[src/rtl/anton_neopixel_sequencer_pkg.sv]
// Shared types and defaults for the neopixel timing sequencer.
package anton_neopixel_sequencer_pkg;

  localparam int BUFFER_END_DEFAULT   = 63;
  localparam int RESET_CYCLES_DEFAULT = 400;

  // Matches the stream stage's encoding of its output state.
  typedef enum logic {
    ST_RESET    = 1'b0,
    ST_TRANSMIT = 1'b1
  } seq_state_e;

  localparam logic [1:0] CHANNEL_LAST = 2'd2;
  localparam logic [2:0] BIT_FIRST    = 3'd7;
  localparam logic [2:0] SLOT_LAST    = 3'd7;

endpackage

[src/rtl/anton_neopixel_sequencer_reset_timer.sv]
// Latch-gap timer: counts clk cycles spent in RESET and saturates on the last one.
module anton_neopixel_reset_timer
  import anton_neopixel_sequencer_pkg::*;
#(
  parameter int RESET_CYCLES = RESET_CYCLES_DEFAULT
) (
  input  logic clk,
  input  logic resetN,
  input  logic clear,
  output logic expired
);

  localparam int RESET_BITS = $clog2(RESET_CYCLES + 1);
  localparam logic [RESET_BITS-1:0] COUNT_LAST = RESET_BITS'(RESET_CYCLES - 1);

  logic [RESET_BITS-1:0] r_count;

  // NOTE: sequential state uses non-blocking assignments so every register
  // samples the pre-edge values of the others, independent of block order.
  always_ff @(posedge clk or negedge resetN) begin
    if (!resetN) begin
      r_count <= '0;
    end else if (clear) begin
      r_count <= '0;
    end else if (r_count != COUNT_LAST) begin
      r_count <= r_count + RESET_BITS'(1);
    end
  end

  assign expired = (r_count == COUNT_LAST);

endmodule

[src/rtl/anton_neopixel_sequencer.sv]
// Neopixel timing sequencer: walks slot/bit/channel/pixel counters, inserts the
// latch gap between frames and presents the pixel buffer address.
module anton_neopixel_sequencer
  import anton_neopixel_sequencer_pkg::*;
#(
  parameter  int BUFFER_END   = BUFFER_END_DEFAULT,
  parameter  int RESET_CYCLES = RESET_CYCLES_DEFAULT,
  localparam int BUFFER_BITS  = $clog2(BUFFER_END + 1)
) (
  input  logic                   clk,
  input  logic                   resetN,
  input  logic                   regCtrlRun,
  input  logic                   regCtrlLoop,
  input  logic                   regCtrl32bit,
  input  logic [BUFFER_BITS-1:0] regMax,
  output logic                   state,
  output logic [BUFFER_BITS-1:0] pixelIndex,
  output logic [1:0]             channelIndex,
  output logic [2:0]             pixelBitIndex,
  output logic [2:0]             bitPatternIndex,
  output logic [BUFFER_BITS-1:0] bufferAddr,
  output logic                   streamSyncOf,
  output logic                   streamDone
);

  localparam logic [BUFFER_BITS-1:0] MAX_PIXEL_8  = BUFFER_BITS'(BUFFER_END);
  localparam logic [BUFFER_BITS-1:0] MAX_PIXEL_32 = BUFFER_BITS'((BUFFER_END + 1) / 4 - 1);

  seq_state_e             r_state,  w_state_nxt;
  logic [BUFFER_BITS-1:0] r_pixel,  w_pixel_nxt;
  logic [1:0]             r_channel, w_channel_nxt;
  logic [2:0]             r_bit,    w_bit_nxt;
  logic [2:0]             r_slot,   w_slot_nxt;
  logic                   r_frame_seen, w_frame_seen_nxt;
  logic                   r_done,   w_done_nxt;

  logic [BUFFER_BITS-1:0] w_max_cap;
  logic [BUFFER_BITS-1:0] w_max_eff;
  logic                   w_bit_last;
  logic                   w_pixel_last;
  logic                   w_frame_end;
  logic                   w_timer_clear;
  logic                   w_timer_expired;

  anton_neopixel_reset_timer #(
    .RESET_CYCLES (RESET_CYCLES)
  ) u_reset_timer (
    .clk     (clk),
    .resetN  (resetN),
    .clear   (w_timer_clear),
    .expired (w_timer_expired)
  );

  // Clamping the last pixel keeps every address inside the buffer in both modes.
  assign w_max_cap    = regCtrl32bit ? MAX_PIXEL_32 : MAX_PIXEL_8;
  assign w_max_eff    = (regMax > w_max_cap) ? w_max_cap : regMax;
  assign w_bit_last   = (r_slot == SLOT_LAST) && (r_bit == 3'd0);
  assign w_pixel_last = w_bit_last && (r_channel == CHANNEL_LAST);
  assign w_frame_end  = (r_state == ST_TRANSMIT) && w_pixel_last && (r_pixel >= w_max_eff);

  assign w_timer_clear = !regCtrlRun || (r_state == ST_TRANSMIT);

  // NOTE: every always_comb output gets a default before any branch, so no
  // path leaves a signal unassigned and no latch is inferred.
  always_comb begin
    w_state_nxt      = r_state;
    w_pixel_nxt      = r_pixel;
    w_channel_nxt    = r_channel;
    w_bit_nxt        = r_bit;
    w_slot_nxt       = r_slot;
    w_frame_seen_nxt = r_frame_seen;
    w_done_nxt       = r_done;

    if (!regCtrlRun) begin
      w_state_nxt      = ST_RESET;
      w_pixel_nxt      = '0;
      w_channel_nxt    = '0;
      w_bit_nxt        = BIT_FIRST;
      w_slot_nxt       = '0;
      w_frame_seen_nxt = 1'b0;
      w_done_nxt       = 1'b0;
    end else begin
      unique case (r_state)
        ST_RESET: begin
          if (w_timer_expired) begin
            if (regCtrlLoop || !r_frame_seen) begin
              w_state_nxt = ST_TRANSMIT;
            end else begin
              w_done_nxt = 1'b1;
            end
          end
        end
        ST_TRANSMIT: begin
          if (w_frame_end) begin
            w_state_nxt      = ST_RESET;
            w_pixel_nxt      = '0;
            w_channel_nxt    = '0;
            w_bit_nxt        = BIT_FIRST;
            w_slot_nxt       = '0;
            w_frame_seen_nxt = 1'b1;
          end else begin
            w_slot_nxt = r_slot + 3'd1;
            if (r_slot == SLOT_LAST) begin
              w_bit_nxt = r_bit - 3'd1;
              if (r_bit == 3'd0) begin
                if (r_channel == CHANNEL_LAST) begin
                  w_channel_nxt = '0;
                  w_pixel_nxt   = r_pixel + BUFFER_BITS'(1);
                end else begin
                  w_channel_nxt = r_channel + 2'd1;
                end
              end
            end
          end
        end
        default: w_state_nxt = ST_RESET;
      endcase
    end
  end

  always_ff @(posedge clk or negedge resetN) begin
    if (!resetN) begin
      r_state      <= ST_RESET;
      r_pixel      <= '0;
      r_channel    <= '0;
      r_bit        <= BIT_FIRST;
      r_slot       <= '0;
      r_frame_seen <= 1'b0;
      r_done       <= 1'b0;
    end else begin
      r_state      <= w_state_nxt;
      r_pixel      <= w_pixel_nxt;
      r_channel    <= w_channel_nxt;
      r_bit        <= w_bit_nxt;
      r_slot       <= w_slot_nxt;
      r_frame_seen <= w_frame_seen_nxt;
      r_done       <= w_done_nxt;
    end
  end

  assign state           = r_state;
  assign pixelIndex      = r_pixel;
  assign channelIndex    = r_channel;
  assign pixelBitIndex   = r_bit;
  assign bitPatternIndex = r_slot;
  assign bufferAddr      = regCtrl32bit ? {r_pixel[BUFFER_BITS-3:0], r_channel} : r_pixel;
  assign streamSyncOf    = w_frame_end;
  assign streamDone      = r_done;

endmodule

[config.mk]
export PLATFORM = sky130hd
export DESIGN_NAME = anton_neopixel_sequencer
export DESIGN_NICKNAME = d
export VERILOG_FILES = /design/src/rtl/anton_neopixel_sequencer_pkg.sv /design/src/rtl/anton_neopixel_sequencer_reset_timer.sv /design/src/rtl/anton_neopixel_sequencer.sv
export SDC_FILE = /design/constraint.sdc
export NUM_CORES = 1
export LEC_CHECK = 0
export BUFFER_PORTS_ARGS = -buffer_cell sky130_fd_sc_hd__buf_2
export CAP_MARGIN = 40
export CORE_ASPECT_RATIO = 0.7
export CORE_MARGIN = 2
export CORE_UTILIZATION = 40
export DETAILED_ROUTE_END_ITERATION = 7
export PLACE_DENSITY = 0.63
export SLEW_MARGIN = 20
export SYNTH_ARGS = -nofsm -noshare
export SYNTH_HDL_FRONTEND = slang
export SYNTH_SLANG_ARGS = --single-unit
[constraint.sdc]
create_clock -name clk -period 5.1 [get_ports clk]
set_input_delay 0.255 -clock clk [delete_from_list [all_inputs] [get_ports clk]]
set_output_delay 0.255 -clock clk [all_outputs]
set_load 0.01 [all_outputs]
==> impl_metrics.toml, run 1 <==
[clock_network]
post-cts-setup-buffer-count = 0
tritoncts_clock_tree = "yes"
post_cts_hold_buffer_count = 0
clock_sinks = 26
cts_htree_levels = 1
ctsLongestPathBuffers = 2
clockRootBuffer = "sky130_fd_sc_hd__clkbuf_8"
worstSkewPairLatency_ns = 0.27
clk_pin_slew_worst_paths_ns = 0.09
post_cts_resized = 0
cts_inserted_buffers = 3

[critical_path]
critical_path_required_ns = 4.85
path_class = "primary input to output pin"
crit_arrival_ns = 2.39
worstSetupStartpointType = "primary input"
worst_setup_path_end_kind = "output pin"
timing.reg2reg.setup_slack_ns = 3.23
reg2reg_to = "pixelBitIndex[1]"
timing.rr.start = "pixelIndex[0]"
worst-r2r-cell-count = 7
critPathMaxFanout = 11

[logic_synthesis]
synth_top_family_by_area = "simple AND/OR/NAND/NOR gates"
share_of_the_synthesized_area_in_the_top_cell_type_pct = 36.5
yosys.area_share.simple_pct = 25.5
synthesized_area_um2 = 1580
synth-compound-area-share_pct = 11.3
synth_cell_types = 37
ys_warns = 0
yosys-mux-area-fraction_pct = 2.85
postSynthNetCount = 193
seq_area_frac_synth_pct = 41.4
synthCells = 168
synth_fa_ha_area_share_pct = 11.1
syn_avg_cell_area_um2 = 9.40
post_synthesis_share_of_cell_area_spent_on_xor_and_xnor_gates_pct = 6.10
synth_top_cells_by_area = "sky130_fd_sc_hd__dfrtp_1, sky130_fd_sc_hd__ha_1, sky130_fd_sc_hd__nor2_1"
ys_ff_latch = 26
yosys.area.top_type = "sky130_fd_sc_hd__dfrtp_1"

[placed_design]
gpl.final_weighted_congestion = 0.771
port_buffers = 33
placed_cells = 250
estimated_wirelength_of_the_detail_placed_design_um = 2450

[job]
maxCapViolCount = 0

[run_status]
outcome = "complete, but fails checks"
violations_in_the_final_reports = "hold timing"

[pwr]
cellLeakagePower_nw = 0.926
comb_power_share_pct = 8.5
largest_voltage_drop_on_the_vdd_net_mv = 0.148
power.internal_uw = 289
power.total_uw = 372
clockPowerShare_pct = 35.2
power.switching_uw = 83.1
sequential_cell_fraction_of_total_power_pct = 56.4
p_per_area_nw_per_um2 = 201
sw_frac_of_total_pct = 22.3

[final_layout]
final_nets = 228
share_of_post_route_cells_with_drive_strength_above_1_pct = 25.2
flow.area_growth_from_synthesis_pct = 17.3
antenna_cells = 0
fin_cells = 254

[global_routing]
grt_start_max_net_pins = 27
first_global_vias = 1181
grt.total_usage_pct = 15.9
grt_pass1_wl_um = 5640
antenna_violations_before_repair = 0
grt_remaining_overflow = 0

[route]
drt_wl_total_um = 3170
routed_wire_length_per_instance_um = 12.5
drt-vias-per-instance = 5.04
drc = 0
first_drt_pass_iteration_count = 4
dr_total_vias = 1280
final_antenna_net_count = 0
first_iter_violations = 83

[floorplanning]
dieArea_um2 = 4470
floorplan.initialDensity_pct = 41.0
core_area_um2 = 3850
dieWidth_um = 79.1
pin_count = 34
die_y_um = 56.6
std_cell_rows = 19

[timing]
skew_ns = 0.00354
timing_hold_violations_final = 23
setup_repair_after_global_routing_missed_its_margin = "false"
setup_viol_count_final = 0
slew_headroom_pct = 61.5
finalSetupTns_ns = 0
highest_clock_rate_mhz = 378
post-route-min-period_ns = 2.65
final_max_slew_viol_count = 0
post-route-period-util_pct = 51.9
worst_pin_slew_ns = 0.577
hold_slack_ns = -0.0256

[min_path]
hold_path.class = "primary input to asynchronous set/reset pin"
[stage by stage]
stage               area (µm²)  setup slack [ns]  utilization (%)
floorplan                 1580              2.90                -
detailed placement        1800              2.46             46.7
CTS                       1850              2.46             48.1
global placement          1800              2.51             46.7
global route              1850              2.28             48.1
finish                    1850              2.45             48.1
[registers in the layout (all words and copies together), names as in the netlist]
| name | flops |
|---|---|
| pixelBitIndex | 3 |
| pixelIndex | 6 |
| r_frame_seen | 1 |
| channelIndex | 2 |
| u_reset_timer.r_count | 9 |
| streamDone | 1 |
| state | 1 |
| bitPatternIndex | 3 |
[final cells by class]
type / instances / area [µm²]
inverter: 4 / 15.0
timing repair buffer: 33 / 165
multi-input combinational: 135 / 897
clock buffer: 4 / 55.1
tap: 52 / 65.1
sequential: 26 / 654
fill: 406 / 2000
[power by group through the flow]
stage,clock [mW],sequential [mW],combinational [mW]
detailed placement,0,0.214,0.0316
CTS,0.134,0.210,0.0318
floorplan,0,0.213,0.0191
global route,0.142,0.210,0.0363
finish,0.131,0.210,0.0315
global placement,0,0.214,0.0317
[layer usage]
| metal | up-vias | GRT usage (%) | wire (µm) |
|---|---|---|---|
| met4 | 0 | 1.48 | 8 |
| li1 | 654 | - | - |
| met3 | 2 | 3.86 | 115 |
| met2 | 22 | 21.9 | 1310 |
| met5 | - | 0 | 0 |
| met1 | 602 | 25.7 | 1730 |
[Yosys cell counts]
cell type and number:
sky130_fd_sc_hd__and2_1 2, sky130_fd_sc_hd__nand4b_4 1, sky130_fd_sc_hd__a21boi_0 2, sky130_fd_sc_hd__a211o_1 1, sky130_fd_sc_hd__inv_1 4, sky130_fd_sc_hd__a31oi_1 1
sky130_fd_sc_hd__nor2_1 22, sky130_fd_sc_hd__or2_4 1, sky130_fd_sc_hd__nor4b_1 1, sky130_fd_sc_hd__clkbuf_1 2, sky130_fd_sc_hd__nor2_2 1, sky130_fd_sc_hd__dfrtp_1 23
sky130_fd_sc_hd__nand4_1 4, sky130_fd_sc_hd__o221a_2 1, sky130_fd_sc_hd__dfstp_2 3, sky130_fd_sc_hd__xor2_1 5, sky130_fd_sc_hd__nor2b_1 3, sky130_fd_sc_hd__o211ai_1 1
sky130_fd_sc_hd__nand3_1 11, sky130_fd_sc_hd__or2_2 1, sky130_fd_sc_hd__o21ai_1 2, sky130_fd_sc_hd__nor3_2 1, sky130_fd_sc_hd__a21o_1 1, sky130_fd_sc_hd__nand4b_1 1
sky130_fd_sc_hd__ha_1 14, sky130_fd_sc_hd__or2b_1 1, sky130_fd_sc_hd__xnor2_1 6, sky130_fd_sc_hd__a21oi_1 9, sky130_fd_sc_hd__nor3_1 3, sky130_fd_sc_hd__mux2_2 4
sky130_fd_sc_hd__nand2_1 18, sky130_fd_sc_hd__nand2b_1 6, sky130_fd_sc_hd__o21ai_0 7, sky130_fd_sc_hd__o21a_1 2, sky130_fd_sc_hd__o21ai_4 1, sky130_fd_sc_hd__and4_1 1
sky130_fd_sc_hd__buf_2 1
[kinds of logic after synthesis]
kind of cell | Yosys count
fa+ha+maj | 14
flops | 26
buf+inv | 7
mux | 4
simple gates | 78
xor+xnor | 11
compound gates | 28
[how the worst max path moves through the flow]
stage	startpoint	endpoint	slack, ns
final	regCtrl32bit	streamSyncOf	2.45
after global routing	regCtrl32bit	streamSyncOf	2.28
after CTS	regCtrl32bit	streamSyncOf	2.46
after detailed placement	regCtrl32bit	streamSyncOf	2.46
after global placement	regCtrl32bit	streamSyncOf	2.51
after floorplan	regCtrl32bit	pixelBitIndex[1]	2.90
[worst max-delay path, stage by stage]
cell,delay [ns]
sky130_fd_sc_hd__buf_2,0.17
sky130_fd_sc_hd__ha_1,0.31
sky130_fd_sc_hd__a21o_1,0.18
sky130_fd_sc_hd__o21ai_0,0.17
sky130_fd_sc_hd__nor2_1,0.16
sky130_fd_sc_hd__a21oi_1,0.06
sky130_fd_sc_hd__ha_1,0.32
sky130_fd_sc_hd__nand4_1,0.08
sky130_fd_sc_hd__o221a_2,0.34
sky130_fd_sc_hd__nor2_2,0.18
sky130_fd_sc_hd__buf_2,0.16
[placed cells by master (no fill, tap or decap), types with 2 or more instances in the layout]
| master | n |
|---|---|
| sky130_fd_sc_hd__buf_2 | 33 |
| sky130_fd_sc_hd__dfrtp_1 | 23 |
| sky130_fd_sc_hd__nor2_1 | 22 |
| sky130_fd_sc_hd__nand2_1 | 18 |
| sky130_fd_sc_hd__ha_1 | 14 |
| sky130_fd_sc_hd__nand3_1 | 11 |
| sky130_fd_sc_hd__a21oi_1 | 9 |
| sky130_fd_sc_hd__o21ai_0 | 7 |
| sky130_fd_sc_hd__nand2b_1 | 6 |
| sky130_fd_sc_hd__xnor2_1 | 6 |
| sky130_fd_sc_hd__xor2_1 | 5 |
| sky130_fd_sc_hd__nand4_1 | 4 |
| sky130_fd_sc_hd__inv_1 | 4 |
| sky130_fd_sc_hd__mux2_2 | 4 |
| sky130_fd_sc_hd__clkbuf_8 | 4 |
| sky130_fd_sc_hd__nor2b_1 | 3 |
| sky130_fd_sc_hd__nor3_1 | 3 |
| sky130_fd_sc_hd__dfstp_2 | 3 |
| sky130_fd_sc_hd__and2_1 | 2 |
| sky130_fd_sc_hd__a21boi_0 | 2 |
| sky130_fd_sc_hd__o21ai_1 | 2 |
| sky130_fd_sc_hd__o21a_1 | 2 |
Note: power is estimated with default switching activity, not from simulation.
==> inputs of run 2 (changes only) <==
ABC_AREA = 1   (was default)
PLACE_DENSITY = 0.65   (was 0.63)
clock period = 2.41 ns   (was 5.1 ns; I/O delays follow)
==> run 2 against run 1 <==
Against the previous run:
- clock skew down 0.0023 ns
- synthesized area up 3.9%
- the run now ends clean
- flip-flop and latch count unchanged
- critical endpoint unchanged
==> impl_metrics.toml, run 2 <==
[run_status]
outcome = "finished clean"

[logic_synthesis]
postSynthNetCount = 239
yosys.area.top_type = "sky130_fd_sc_hd__dfrtp_1"
synthesized_area_um2 = 1640
synth-edff-count = 0
synth_top_flop_cell = "sky130_fd_sc_hd__dfrtp_1"
synthCells = 214
synth_top_cells_by_area = "sky130_fd_sc_hd__dfrtp_1, sky130_fd_sc_hd__nand2_1, sky130_fd_sc_hd__ha_1"
seq_area_frac_synth_pct = 39.9
ys_ff_latch = 26
ys_warns = 0
async_reset_ff_share_pct = 100
synth_cell_types = 26
yosys.cell_count.top_type = "sky130_fd_sc_hd__nand2_1"
share_of_the_synthesized_area_in_the_top_cell_type_pct = 35.1
syn_avg_cell_area_um2 = 7.67
synth.top_cells.by_count = "sky130_fd_sc_hd__nand2_1, sky130_fd_sc_hd__nor2_1, sky130_fd_sc_hd__inv_1"

[final_layout]
antenna_cells = 0
layout_commonest_cell = "sky130_fd_sc_hd__nand2_1"
fin_cells = 302
final_cell_mix = "sky130_fd_sc_hd__nand2_1, sky130_fd_sc_hd__buf_2, sky130_fd_sc_hd__nor2_1, sky130_fd_sc_hd__inv_1, sky130_fd_sc_hd__dfrtp_1"
flow.area_growth_from_synthesis_pct = 17.2
flip_flop_count_of_the_largest_register_after_layout = 9
largest_register = "u_reset_timer.r_count"
share_of_post_route_cells_with_drive_strength_above_1_pct = 22.4
final_nets = 276

[pwr]
power.total_uw = 877
cellLeakagePower_nw = 1.04
p_per_area_nw_per_um2 = 456
largest_voltage_drop_on_the_vdd_net_mv = 0.188

[critical_path]
crit_arrival_ns = 2.01
worst_setup_path_end_kind = "output pin"
path_class = "primary input to output pin"
worstSetupStartpointType = "primary input"
timing.critical_path.slowest_cell_delay_ns = 0.31
timing.rr.start = "pixelIndex[0]"
crit_slowest_cell = "sky130_fd_sc_hd__ha_1"
worst-r2r-cell-count = 13
critPathMaxFanout = 7
critical_path_required_ns = 2.29
crit_startpoint = "regCtrl32bit"
setup.worst_path.end = "streamSyncOf"
timing.reg2reg.setup_slack_ns = 0.73
reg2reg_to = "bitPatternIndex[0]"
critical_path.cell_chain = "buf_2, ha_1, a21oi_1, nor2_2, or2_2, ha_1, inv_1, nand2_1, nand2_1, nand2_1, nand2_1, nand2_1, nand2_4, inv_1, buf_2"
crit_path_frequent_cell = "sky130_fd_sc_hd__nand2_1"

[route]
routed_wire_length_per_instance_um = 11.7
first_drt_pass_iteration_count = 4
drt-vias-per-instance = 4.77
first_iter_violations = 68
drc = 0
drt_wl_total_um = 3540
dr_total_vias = 1441
final_antenna_net_count = 0

[placed_design]
placed_cells = 297
estimated_wirelength_of_the_detail_placed_design_um = 2810
port_buffers = 33
gpl.final_weighted_congestion = 0.802
pre_cts_slack_ns = 0.122

[timing]
final_max_slew_viol_count = 0
highest_clock_rate_mhz = 469
setup_repair_after_global_routing_missed_its_margin = "false"
post-route-period-util_pct = 88.5
setup_viol_count_final = 0
skew_ns = 0.00125
timing_hold_violations_final = 0
post-route-min-period_ns = 2.13
worst_pin_slew_ns = 0.572
post_route_worst_setup_slack_ns = 0.278
slew_headroom_pct = 61.9
finalSetupTns_ns = 0

[clock_network]
cts_inserted_buffers = 3
ctsLongestPathBuffers = 2
worstSkewPairLatency_ns = 0.27
clk_pin_slew_worst_paths_ns = 0.09
tritoncts_clock_tree = "yes"
cts_htree_levels = 1
post-cts-setup-buffer-count = 0
clockRootBuffer = "sky130_fd_sc_hd__clkbuf_8"
clock_sinks = 26

[floorplanning]
pin_count = 34
dieWidth_um = 80.5
dieArea_um2 = 4640
die_y_um = 57.6
std_cell_rows = 19
core_area_um2 = 3920
floorplan.initialDensity_pct = 41.8

[min_path]
hold_path.class = "primary input to flop"

[global_routing]
grt_pass1_wl_um = 6080
grt.total_usage_pct = 17.0
grt_start_max_net_pins = 27
grt_remaining_overflow = 0
first_global_vias = 1308
antenna_violations_before_repair = 0

[job]
maxCapViolCount = 0
==> run 2: cell count changes after synthesis, sizes merged, moves of 5 or more <==
| cell | before | now |
|---|---|---|
| inv | 4 | 31 |
| nand2 | 18 | 56 |
| nand2b | 6 | 0 |
| nor2 | 23 | 29 |
| o21ai | 10 | 15 |
| xnor2 | 6 | 0 |
==> run 2: final cells by class <==
class / instances / area [µm²]
clock buffers: 4 / 55.1
multi-input cells: 154 / 850
inverters: 31 / 116
flip-flops and latches: 26 / 654
fillers: 400 / 2000
repair buffers: 35 / 183
well taps: 52 / 65.1
==> run 2: kinds of logic (layout without fill, tap and decap cells) <==
| logic type | count (synthesis) | after routing | share of synthesized area (%) |
|---|---|---|---|
| adders and majority gates | 14 | 14 | 10.7 |
| and+or+nand+nor | 105 | 105 | 28.5 |
| xor gates and xnor gates | 6 | 6 | 3.20 |
| AOI/OAI and AO/OA | 29 | 29 | 9.23 |
| DFF | 26 | 26 | 39.9 |
| buffers and inverters | 34 | 70 | 8.47 |
==> run 2: stage by stage <==
stage	hold slack, ns	util, %	area, µm²
floorplan	-0.175	-	1640
global placement	0.156	47.3	1860
detailed placement	0.157	47.3	1860
CTS	0.146	49.0	1920
global route	0.157	49.0	1920
finish	0.147	49.0	1920
==> run 2: critical path, delay by kind of cell <==
family / cells / cell delay [ns]
compound gates: 1 / 0.18
buf+inv: 4 / 0.35
fa+ha+maj: 2 / 0.58
simple gates: 8 / 0.78
==> run 2: repair_timing <==
item,CTS,global route
hold endpoints to repair,23,0
endpoints found under the setup margin,0,1
hold buffers,1,0
gates resized for setup,0,1
==> run 2: power breakdown <==
group | switching, mW | leakage, nW | total (mW) | internal, mW
logic | 0.0796 | 0.660 | 0.128 | 0.0486
clock network | 0.135 | 0.0288 | 0.281 | 0.146
registers | 0.0154 | 0.348 | 0.467 | 0.452
==> run 2: worst min path at each step <==
stage / cells after the start / from / slack (ns) / end
2_1_floorplan: 0 / resetN / -0.18 / bitPatternIndex[0]
3_3_place_gp: 1 / resetN / 0.16 / u_reset_timer.r_count[6]
3_5_place_dp: 1 / resetN / 0.16 / u_reset_timer.r_count[6]
4_1_cts: 4 / regCtrlLoop / 0.15 / streamDone
5_1_grt: 4 / regCtrlLoop / 0.16 / streamDone
6_report: 4 / regCtrlLoop / 0.15 / streamDone
==> run 2: routing by layer <==
metal  part of all wire, %  up-vias  GRT usage (%)  wire length, µm
met5                     0        -              0                0
met1                    55      656           27.0             1950
met4                  0.59        0           2.91               21
li1                      -      754              -                -
met2                    39       27           23.1             1400
met3                   4.8        4           4.59              171
